File: config.mk
export PLATFORM = sky130hd
export DESIGN_NAME = seg7_count_display_flat
export DESIGN_NICKNAME = d
export VERILOG_FILES = /design/src/rtl/traffic_pkg.sv /design/src/rtl/seg7_count_display_if.sv /design/src/rtl/seg7_count_display_bin2bcd_seq.sv /design/src/rtl/seg7_count_display.sv /design/src/flat_wrapper.sv
export SDC_FILE = /design/constraint.sdc
export NUM_CORES = 1
export LEC_CHECK = 0
export CAP_MARGIN = 5
export CELL_PAD_IN_SITES_DETAIL_PLACEMENT = 0
export CELL_PAD_IN_SITES_GLOBAL_PLACEMENT = 1
export CORE_MARGIN = 2
export CORE_UTILIZATION = 43
export DETAILED_ROUTE_END_ITERATION = 10
export PLACE_DENSITY_LB_ADDON = 0.05
export RECOVER_POWER = 100
export SYNTH_ARGS = -nofsm -noshare
export SYNTH_HDL_FRONTEND = slang
export SYNTH_SLANG_ARGS = --single-unit
export TNS_END_PERCENT = 30
File: constraint.sdc
create_clock -name clk -period 2.4 [get_ports clk]
set_input_delay 0.48 -clock clk [delete_from_list [all_inputs] [get_ports clk]]
set_output_delay 0.48 -clock clk [all_outputs]
set_load 0.005 [all_outputs]
File: src/rtl/traffic_pkg.sv
// ============================================================================
// Module : traffic_pkg
// Brief  : Shared constants, FSM state type and helpers for the count display.
// Rev    : 1.0  initial release
// ============================================================================
`default_nettype none

package traffic_pkg;

    localparam int BCD_W = 4;
    localparam int BIN_W = 7;

    // Active-low segment patterns, bit order {g,f,e,d,c,b,a}
    localparam logic [6:0] SEG_0   = 7'b1000000;
    localparam logic [6:0] SEG_1   = 7'b1111001;
    localparam logic [6:0] SEG_2   = 7'b0100100;
    localparam logic [6:0] SEG_3   = 7'b0110000;
    localparam logic [6:0] SEG_4   = 7'b0011001;
    localparam logic [6:0] SEG_5   = 7'b0010010;
    localparam logic [6:0] SEG_6   = 7'b0000010;
    localparam logic [6:0] SEG_7   = 7'b1111000;
    localparam logic [6:0] SEG_8   = 7'b0000000;
    localparam logic [6:0] SEG_9   = 7'b0010000;
    localparam logic [6:0] SEG_OFF = 7'h7F;

    typedef enum logic [1:0] {
        ST_IDLE = 2'd0,
        ST_CONV = 2'd1,
        ST_LOAD = 2'd2
    } conv_state_t;

    function automatic logic [6:0] seg_enc(input logic [BCD_W-1:0] digit);
        logic [6:0] seg;
        case (digit)
            4'd0:    seg = SEG_0;
            4'd1:    seg = SEG_1;
            4'd2:    seg = SEG_2;
            4'd3:    seg = SEG_3;
            4'd4:    seg = SEG_4;
            4'd5:    seg = SEG_5;
            4'd6:    seg = SEG_6;
            4'd7:    seg = SEG_7;
            4'd8:    seg = SEG_8;
            4'd9:    seg = SEG_9;
            default: seg = SEG_OFF;
        endcase
        return seg;
    endfunction

    function automatic logic [BCD_W-1:0] add3(input logic [BCD_W-1:0] digit);
        return (digit >= 4'd5) ? BCD_W'(digit + 4'd3) : digit;
    endfunction

endpackage

`default_nettype wire

File: src/rtl/seg7_count_display_if.sv
// ============================================================================
// Module : seg7_count_display_if
// Brief  : Count input and display-side signals of the 2-digit count display.
// Rev    : 1.0  initial release
// ============================================================================
`default_nettype none

interface seg7_count_display_if;
    logic [6:0] count_in;
    logic       busy;
    logic       ovf;
    logic [6:0] seg_n;
    logic [1:0] an_n;

    modport master (
        output count_in,
        input  busy,
        input  ovf,
        input  seg_n,
        input  an_n
    );

    modport slave (
        input  count_in,
        output busy,
        output ovf,
        output seg_n,
        output an_n
    );
endinterface

`default_nettype wire

File: src/rtl/seg7_count_display_bin2bcd_seq.sv
// ============================================================================
// Module : bin2bcd_seq
// Brief  : Sequential 7-bit to 2-digit BCD converter (shift-add-3, 7 shifts).
// Rev    : 1.0  initial release
// ============================================================================
`default_nettype none

module bin2bcd_seq
    import traffic_pkg::*;
(
    input  wire logic             clk,
    input  wire logic             rst,
    input  wire logic             start,
    input  wire logic [BIN_W-1:0] bin,
    output logic                  busy,
    output logic                  done,
    output logic [BCD_W-1:0]      tens,
    output logic [BCD_W-1:0]      ones
);

    conv_state_t  state_q, state_d;
    logic [14:0]  sh_q, sh_d;
    logic [2:0]   cnt_q, cnt_d;
    logic [14:0]  adj;

    always_ff @(posedge clk or posedge rst) begin
        if (rst) begin
            state_q <= ST_IDLE;
            sh_q    <= '0;
            cnt_q   <= '0;
        end else begin
            state_q <= state_d;
            sh_q    <= sh_d;
            cnt_q   <= cnt_d;
        end
    end

    // Shift register layout: [14:11]=tens, [10:7]=ones, [6:0]=binary
    assign adj = {add3(sh_q[14:11]), add3(sh_q[10:7]), sh_q[6:0]};

    always_comb begin
        state_d = state_q;
        sh_d    = sh_q;
        cnt_d   = cnt_q;
        done    = 1'b0;
        case (state_q)
            ST_IDLE: begin
                if (start) begin
                    sh_d    = {8'd0, bin};
                    cnt_d   = '0;
                    state_d = ST_CONV;
                end
            end
            ST_CONV: begin
                sh_d  = adj << 1;
                cnt_d = cnt_q + 3'd1;
                if (cnt_q == 3'd6) begin
                    state_d = ST_LOAD;
                end
            end
            ST_LOAD: begin
                done    = 1'b1;
                state_d = ST_IDLE;
            end
            default: state_d = ST_IDLE;
        endcase
    end

    assign busy = (state_q != ST_IDLE);
    assign tens = sh_q[14:11];
    assign ones = sh_q[10:7];

endmodule

`default_nettype wire

File: src/rtl/seg7_count_display.sv
// ============================================================================
// Module : seg7_count_display
// Brief  : Binary second count to multiplexed 2-digit common-anode display.
//          Optional macro SEG7_BLANK_LEADING_ZERO_EN blanks a zero tens digit.
// Rev    : 1.0  initial release
// ============================================================================
`default_nettype none

module seg7_count_display
    import traffic_pkg::*;
#(
    parameter int pSCAN_DIV = 1000,
    parameter int pMAX_DISP = 99
) (
    input  wire logic           clk,
    input  wire logic           rst,
    seg7_count_display_if.slave bus
);

    localparam int                PS_W    = (pSCAN_DIV > 1) ? $clog2(pSCAN_DIV) : 1;
    localparam logic [PS_W-1:0]   PS_LAST = PS_W'(pSCAN_DIV - 1);
    localparam logic [BIN_W-1:0]  MAX7    = BIN_W'(pMAX_DISP);

    logic [BIN_W-1:0] count_q;
    logic             q_valid;
    logic             force_conv;
    logic [BIN_W-1:0] last_q;
    logic [BIN_W-1:0] latched_q;
    logic [BCD_W-1:0] tens, ones;
    logic             ovf;
    logic [PS_W-1:0]  prescaler;
    logic             sel;
    logic [6:0]       seg_n;
    logic [1:0]       an_n;

    logic             start;
    logic [BIN_W-1:0] conv_src;
    logic             conv_busy, conv_done;
    logic [BCD_W-1:0] conv_tens, conv_ones;
    logic [6:0]       tens_seg;

    assign conv_src = (count_q > MAX7) ? MAX7 : count_q;
    // q_valid holds off the forced first conversion until count_q holds a real sample
    assign start    = q_valid && !conv_busy && (force_conv || (count_q != last_q));

    bin2bcd_seq u_bin2bcd (
        .clk   (clk),
        .rst   (rst),
        .start (start),
        .bin   (conv_src),
        .busy  (conv_busy),
        .done  (conv_done),
        .tens  (conv_tens),
        .ones  (conv_ones)
    );

    always_ff @(posedge clk or posedge rst) begin
        if (rst) begin
            count_q    <= '0;
            q_valid    <= 1'b0;
            force_conv <= 1'b1;
            last_q     <= '0;
            latched_q  <= '0;
            tens       <= '0;
            ones       <= '0;
            ovf        <= 1'b0;
        end else begin
            count_q <= bus.count_in;
            q_valid <= 1'b1;
            if (start) begin
                latched_q <= count_q;
            end
            if (conv_done) begin
                tens       <= conv_tens;
                ones       <= conv_ones;
                ovf        <= (latched_q > MAX7);
                last_q     <= latched_q;
                force_conv <= 1'b0;
            end
        end
    end

`ifdef SEG7_BLANK_LEADING_ZERO_EN
    assign tens_seg = (tens == '0) ? SEG_OFF : seg_enc(tens);
`else
    assign tens_seg = seg_enc(tens);
`endif

    always_ff @(posedge clk or posedge rst) begin
        if (rst) begin
            prescaler <= '0;
            sel       <= 1'b0;
            seg_n     <= SEG_OFF;
            an_n      <= 2'b11;
        end else begin
            if (prescaler == PS_LAST) begin
                prescaler <= '0;
                sel       <= ~sel;
            end else begin
                prescaler <= prescaler + 1'b1;
            end
            seg_n <= sel ? tens_seg : seg_enc(ones);
            an_n  <= sel ? 2'b01 : 2'b10;
        end
    end

    assign bus.busy  = conv_busy;
    assign bus.ovf   = ovf;
    assign bus.seg_n = seg_n;
    assign bus.an_n  = an_n;

endmodule

`default_nettype wire

File: src/flat_wrapper.sv
// flat-port wrapper written by rule: the top's interface ports become plain ports
module seg7_count_display_flat import traffic_pkg::*;
#(
    parameter int pSCAN_DIV = 1000,
    parameter int pMAX_DISP = 99
)
  (clk, rst, bus_count_in, bus_busy, bus_ovf, bus_seg_n, bus_an_n);
  seg7_count_display_if bus_i ();
  input  wire logic clk;
  input  wire logic rst;
  input wire logic [$bits(bus_i.count_in)-1:0] bus_count_in;
  output wire logic [$bits(bus_i.busy)-1:0] bus_busy;
  output wire logic [$bits(bus_i.ovf)-1:0] bus_ovf;
  output wire logic [$bits(bus_i.seg_n)-1:0] bus_seg_n;
  output wire logic [$bits(bus_i.an_n)-1:0] bus_an_n;
  assign bus_i.count_in = bus_count_in;
  assign bus_busy = bus_i.busy;
  assign bus_ovf = bus_i.ovf;
  assign bus_seg_n = bus_i.seg_n;
  assign bus_an_n = bus_i.an_n;
  seg7_count_display #(.pSCAN_DIV(pSCAN_DIV), .pMAX_DISP(pMAX_DISP)) u_core (.clk(clk), .rst(rst), .bus(bus_i));
endmodule
Yosys cells after proc, flatten, opt, wreduce, memory -nomap -nowiden
Memory sizes are Yosys's and may differ from the RTL's.
Cells that the tools add are included.
{"block": "word_totals", "memories": 2, "in_bits": 9, "reg_bits": 72, "output_inout_bits": 11, "elab_cells": 56, "romBits": 224}
{"memory": "(name not given)", "depth": 16, "word_bits": 7, "read_ports": 1, "rd_ports_with_merged_regs": 0, "wr": 0, "line_no": "traffic_pkg.sv:34", "text": "case (digit)"}
{"memory": "(name not given)", "depth": 16, "word_bits": 7, "read_ports": 1, "rd_ports_with_merged_regs": 0, "wr": 0, "line_no": "traffic_pkg.sv:34"}
{"block": "classes", "addsub": 4, "bitwise_logic": 1, "eq_ne": 7, "magnitude_cmp": 4, "mux": 14, "n_reduce_logical": 9}
{"operator": "$pmux 15 s2", "n": 1}
{"operator": "$mux 15", "n": 1}
{"operator": "$gt 7x7->1 const B", "n": 2}
{"operator": "$mux 7", "n": 2}
{"operator": "$add 10x1->10 const B", "n": 1}
{"operator": "$eq 10x10->1 const B", "n": 1}
{"operator": "$mux 10", "n": 1}
{"operator": "$ge 4x3->1 const B", "n": 2}
{"operator": "$ne 7x7->1", "n": 1}
{"operator": "$mux 2", "n": 3}
{"operator": "$mux 3", "n": 2}
{"operator": "$pmux 3 s2", "n": 1}
{"operator": "$add 4x2->4 const B", "n": 1}
{"operator": "$mux 4", "n": 1}
{"operator": "$pmux 2 s2", "n": 1}
{"operator": "$reduce_and 2->1", "n": 2}
{"operator": "$reduce_bool 2->1", "n": 2}
{"operator": "$add 3x1->3 const B", "n": 1}
{"operator": "$add 3x2->3 const B", "n": 1}
{"operator": "$eq 3x3->1 const B", "n": 1}
{"operator": "$eq 2x1->1 const B", "n": 1}
{"operator": "$eq 2x2->1 const B", "n": 1}
{"operator": "$logic_and 1x1->1", "n": 2}
{"operator": "$logic_not 2->1", "n": 1}
{"operator": "other kinds (6)", "n": 6}

Longest topological paths before layout
{"block": "depth", "word_depth": 6, "mapped_depth": 7, "mapped_depth_nobuf": 7}

By module
Synthesis repeated with hierarchy kept, for this count alone.
{"block": "unflattened", "cells_unflattened": 322, "area_unflattened_um2": 3534.6}
{"mod": "seg7_count_display", "area_per_inst_um2": 2394.8, "seq_area_each_um2": 1313.8, "instances": 1, "cells_per_inst": 206}
{"mod": "bin2bcd_seq", "area_per_inst_um2": 1139.8, "seq_area_each_um2": 500.5, "instances": 1, "cells_per_inst": 116}

Worst setup path after synthesis
Ideal clock, no wire load.
{"block": "synth_path", "kind": "register -> register", "from": "reg u_core.last_q[0]", "to": "reg u_core.u_bin2bcd.sh_q[2]", "required_ps": 2274, "setup_time_ps": 126, "synth_period_minus_slack_ps": 1591, "path_stages_with_launch": 7, "slack_ps": 809, "arrival_ps": 1465, "cell_sequence": "dfrtp_1 xor2_1 nor4_2 a211oi_2 buf_6 and3_1 a221o_1"}
{"block": "synth_via", "elab_chain_cells": 5}
{"element": "from (decl)", "line_no": "seg7_count_display.sv:27", "text": "logic [BIN_W-1:0] last_q;"}
{"element": "from (signal assigned)", "line_no": "seg7_count_display.sv:77", "text": "last_q <= latched_q;"}
{"element": "$ne 7x7->1", "line_no": "seg7_count_display.sv:44", "text": "assign start = q_valid && !conv_busy && (force_conv || (count_q != last_q));"}
{"element": "$logic_or 1x1->1", "line_no": "seg7_count_display.sv:44"}
{"element": "$logic_and 1x1->1", "line_no": "seg7_count_display.sv:44"}
{"element": "$ne 2x1->1 (no source line)"}
{"element": "$reduce_and 2->1 (no source line)"}
{"element": "to (signal assigned)", "line_no": "seg7_count_display_bin2bcd_seq.sv:29", "text": "sh_q <= '0;"}
{"element": "to (signal assigned)", "line_no": "seg7_count_display_bin2bcd_seq.sv:33", "text": "sh_q <= sh_d;"}
{"element": "to (decl)", "line_no": "seg7_count_display_bin2bcd_seq.sv:22", "text": "logic [14:0] sh_q, sh_d;"}
Every way passes these cells.
A chain may end at the register's enable or synchronous reset.

Worst setup path after layout
{"block": "layout_path", "from": "reg u_core.u_bin2bcd.state_q[1]", "to": "out bus_busy"}
{"block": "layout_via", "elab_chain_cells": 1}
{"element": "from (decl)", "line_no": "seg7_count_display_bin2bcd_seq.sv:21", "text": "conv_state_t state_q, state_d;"}
{"element": "from (signal assigned)", "line_no": "seg7_count_display_bin2bcd_seq.sv:32", "text": "state_q <= state_d;"}
{"element": "$reduce_bool 2->1", "line_no": "seg7_count_display_bin2bcd_seq.sv:69", "text": "assign busy = (state_q != ST_IDLE);"}
{"element": "to (decl)", "line_no": "flat_wrapper.sv:12", "text": "output wire logic [$bits(bus_i.busy)-1:0] bus_busy;"}
Every way passes these cells.

==> reports/summary.log <==
[synthesis] library cell occupying the most area in the post-synthesis netlist sky130_fd_sc_hd__dfrtp_1
[pwr] Combinational Power Share 34.3%
[clock_network] Clock transition at path regs 80 ps
[pwr] power density cells 1090 nW/um^2
[placement] last weighted congestion value of the routability-driven placer 0.709
[floorplanning] core region area 7650 um^2
[cells_and_area] synth-to-layout area growth 13.5%
[critical_path] cell with the largest stage delay on the worst path sky130_fd_sc_hd__dlygate4sd3_1
[clock_network] cts repair resizes 0
[routing] wirelength, routed 5850 um
[routing] Routed wire per std cell 13.6 um
[sta] maximum clock frequency 0.472 GHz
[clock_network] H-tree levels 3
[routing] Via Count 2,173
[synthesis] Netlist Area Pre-Place 3350 um^2
[pwr] sequential group share of total power 45.5%
[clock_network] number of buffers created by CTS 9
[critical_path] Register-to-Register Path Depth 5
[hold_path] hold worst-path end u_core.prescaler[0]
[floorplanning] Cell Rows 32
[routing] DRC errors left 0
[floorplanning] die area 8520 um^2
[synthesis] Avg Inst Size Synth 11.1 um^2
[routing] DRT antenna net count 0
[synthesis] number of warnings printed during yosys synthesis 0
[cells_and_area] final core utilization 49.8%
[critical_path] category of the worst setup path capture point output pin
[critical_path] Data required, critical path 1920 ps
[pwr] leakage 1.68 nW
[floorplanning] horizontal die dimension 92.3 um
[critical_path] Critical Path Start Type flip-flop
[clock_network] number of hold buffers added after cts 0
[placement] buffers added on ports 19
[cells_and_area] Layout Nets 351
[floorplanning] number of top-level pins 20
[synthesis] Yosys top cell area share 46.3%
[grt] number of global-route vias before repair 2,141
[grt] total track usage 15.7%
[grt] first-pass GRT wire length 10,300 um
[routing] DRT iter0 DRCs 123
[synthesis] portion of the post-synthesis area used by sequential elements 54.1%
[critical_path] maximum fanout along the worst path 4
[cells_and_area] most common library cell in the layout ignoring fill and taps sky130_fd_sc_hd__dfrtp_1
[floorplanning] Die Y 92.3 um
[sta] skew final 10.7 ps
[sta] Setup-failing EPs final 0
[synthesis] dominant cells by area after synthesis sky130_fd_sc_hd__dfrtp_1, sky130_fd_sc_hd__dfstp_2, sky130_fd_sc_hd__mux2_2
[placement] HPWL after DPL 4080 um
[clock_network] master cell of the clock root buffer sky130_fd_sc_hd__clkbuf_8
[sta] final cycle utilization of the critical path 88.2%
[routing] count of TritonRoute iterations in the first routing pass 4
[synthesis] net count after synthesis 327
[sta] hold violation total from the final report 0
[sta] number of max-slew violations in the final report 0
[critical_path] data arrival time at the worst-slack endpoint 1640 ps
[critical_path] setup slack of the most critical reg-to-reg path 360 ps
[synthesis] share of synthesized flip-flops with an asynchronous set or reset 100%
[pwr] part of the total power dissipated in the clock network 20.2%
[synthesis] Primary FF master, synth sky130_fd_sc_hd__dfrtp_1
[pwr] switching share of total power 34.9%
[hold_path] path type of the worst min-delay path reg -> reg
[pwr] Int Pwr 0.00270 W
[critical_path] worst setup path class reg -> out
[critical_path] Critical R2R Launch u_core.count_q[6]
[synthesis] post-synthesis cell type count 49
[sta] Min Hold Slack 475 ps
[critical_path] delay of the slowest critical-path stage 610 ps
[cells_and_area] highest-count cells in the layout ignoring fill and taps sky130_fd_sc_hd__dfrtp_1, sky130_fd_sc_hd__nand2_1, sky130_fd_sc_hd__o21ai_0
[sta] Min Clock Period, post-route 2120 ps
[routing] average vias per placed instance 5.03
[synthesis] flip-flop and latch count after synthesis 72
[job] max_cap viols 0
[sta] RSZ-0062 raised after global routing no
[clock_network] TritonCTS clock tree done
[critical_path] critical-path cell list or2_1 > dlygate4sd3_1
[hold_path] critical hold path startpoint u_core.prescaler[0]
[clock_network] clock latency of the later-clocked register in the worst-skew pair 350 ps
[synthesis] number of enable flip-flop cells after synthesis 0
[sta] final sum of negative setup slack 0 ps
[grt] largest net degree at the start of global routing 73
[grt] antenna violations before repair 0
[cells_and_area] fraction of layout cells with a size suffix above 1 15.5%
[status] status complete, no violations
[critical_path] critical path launch point u_core.u_bin2bcd.state_q[1]
[clock_network] post-CTS setup buffer count 0
[floorplanning] initial core utilization 43.8%
[pwr] power dissipated by switching net loads 0.00145 W
[synthesis] count of mapped cells out of synthesis 301
[sta] Worst Tran Pin Value 1070 ps
[hold_path] WHS Path Cells 1
[clock_network] number of buffers on the longest clock path 2
[cells_and_area] antenna fix cells 0
[critical_path] terminus of the critical flop-to-flop path u_core.latched_q[5]
[sta] max_slew headroom 27.9%
[pwr] largest vdd supply drop 0.000476 V
[grt] overall overflow remaining after global route 0
[clock_network] sink count of the clock tree 72
==> layout make-up <==
cell class / count / area (um^2)
clock buffers: 10 / 128
well taps: 102 / 128
fillers: 728 / 3840
flip-flops and latches: 72 / 1810
inverters: 15 / 56.3
multi-input cells: 201 / 1400
clock inverters: 6 / 46.3
repair buffers: 26 / 231
==> per-layer routing <==
layer / vias to the layer above / routed length (um) / GRT usage (%)
met3: 9 / 196 / 5.37
li1: 1094 / - / -
met5: - / 0 / 0
met2: 31 / 2650 / 23.7
met1: 1039 / 2900 / 20.9
met4: 0 / 112 / 6.22
==> state kept, by name (all words and copies together) (netlist names) <==
| name | cells |
|---|---|
| u_core.ones | 4 |
| u_core.u_bin2bcd.state_q | 2 |
| u_core.prescaler | 10 |
| u_core.q_valid | 1 |
| u_core.u_bin2bcd.sh_q | 15 |
| u_core.force_conv | 1 |
| u_core.bus.ovf | 1 |
| u_core.sel | 1 |
| u_core.latched_q | 7 |
| u_core.last_q | 7 |
| u_core.count_q | 7 |
| u_core.u_bin2bcd.cnt_q | 3 |
| u_core.tens | 4 |
| u_core.bus.an_n | 2 |
| u_core.bus.seg_n | 7 |
==> cells by family after synthesis <==
logic type,count (synthesis),share of synthesized area [%]
AO/OA/AOI/OAI,64,12.0
XOR/XNOR,18,4.70
adder cells (fa/ha/maj),17,6.35
buffers and inverters,28,3.51
flip-flops,72,54.1
multiplexers,21,6.98
other,1,0.112
AND/OR/NAND/NOR,80,12.2
==> metrics by stage <==
stage / worst slack [ps] / instances / cell area, um^2 / power (W)
2_1_floorplan: 112 / 301 / 3350 / 0.00298
3_3_place_gp: 502 / 416 / 3680 / 0.00343
3_5_place_dp: 475 / 416 / 3680 / 0.00344
4_1_cts: 370 / 432 / 3850 / 0.00430
5_1_grt: 214 / 432 / 3800 / 0.00452
6_report: 283 / 432 / 3800 / 0.00415
==> synth_stat cells (all sizes together), types with 3 or more instances <==
| cell type | count |
|---|---|
| mux2 | 19 |
| dfstp | 10 |
| ha | 17 |
| nor3 | 3 |
| or3 | 4 |
| nand2b | 7 |
| nor2 | 18 |
| dfrtp | 62 |
| buf | 5 |
| o31ai | 4 |
| nand2 | 27 |
| xnor2 | 6 |
| a21oi | 17 |
| or2 | 3 |
| and3 | 4 |
| inv | 15 |
| o21ai | 22 |
| o22ai | 6 |
| xor2 | 12 |
| clkbuf | 8 |
==> power by group through the flow <==
stage	Sequential [W]	Clock (W)	Combinational [W]
floorplan	0.00183	0	0.00115
global placement	0.00192	0	0.00151
detailed placement	0.00192	0	0.00152
CTS	0.00190	0.000875	0.00152
global route	0.00195	0.000939	0.00163
finish	0.00189	0.000840	0.00142
==> critical path, delay by kind of cell (launching register included) <==
kind                   cells  cell delay (ps)
buffers and inverters      1              610
DFF                        1              400
and+or+nand+nor            1              280
==> worst max-delay path by stage <==
| stage | slack, ps | cells past startpoint | to |
|---|---|---|---|
| finish | 280 | 2 | bus_busy |
| global route | 210 | 2 | bus_busy |
| floorplan | 110 | 1 | u_core.bus.ovf |
| global placement | 500 | 5 | u_core.latched_q[3] |
| CTS | 370 | 2 | bus_busy |
| detailed placement | 480 | 5 | u_core.latched_q[5] |
(Power assumes the default switching activity.)
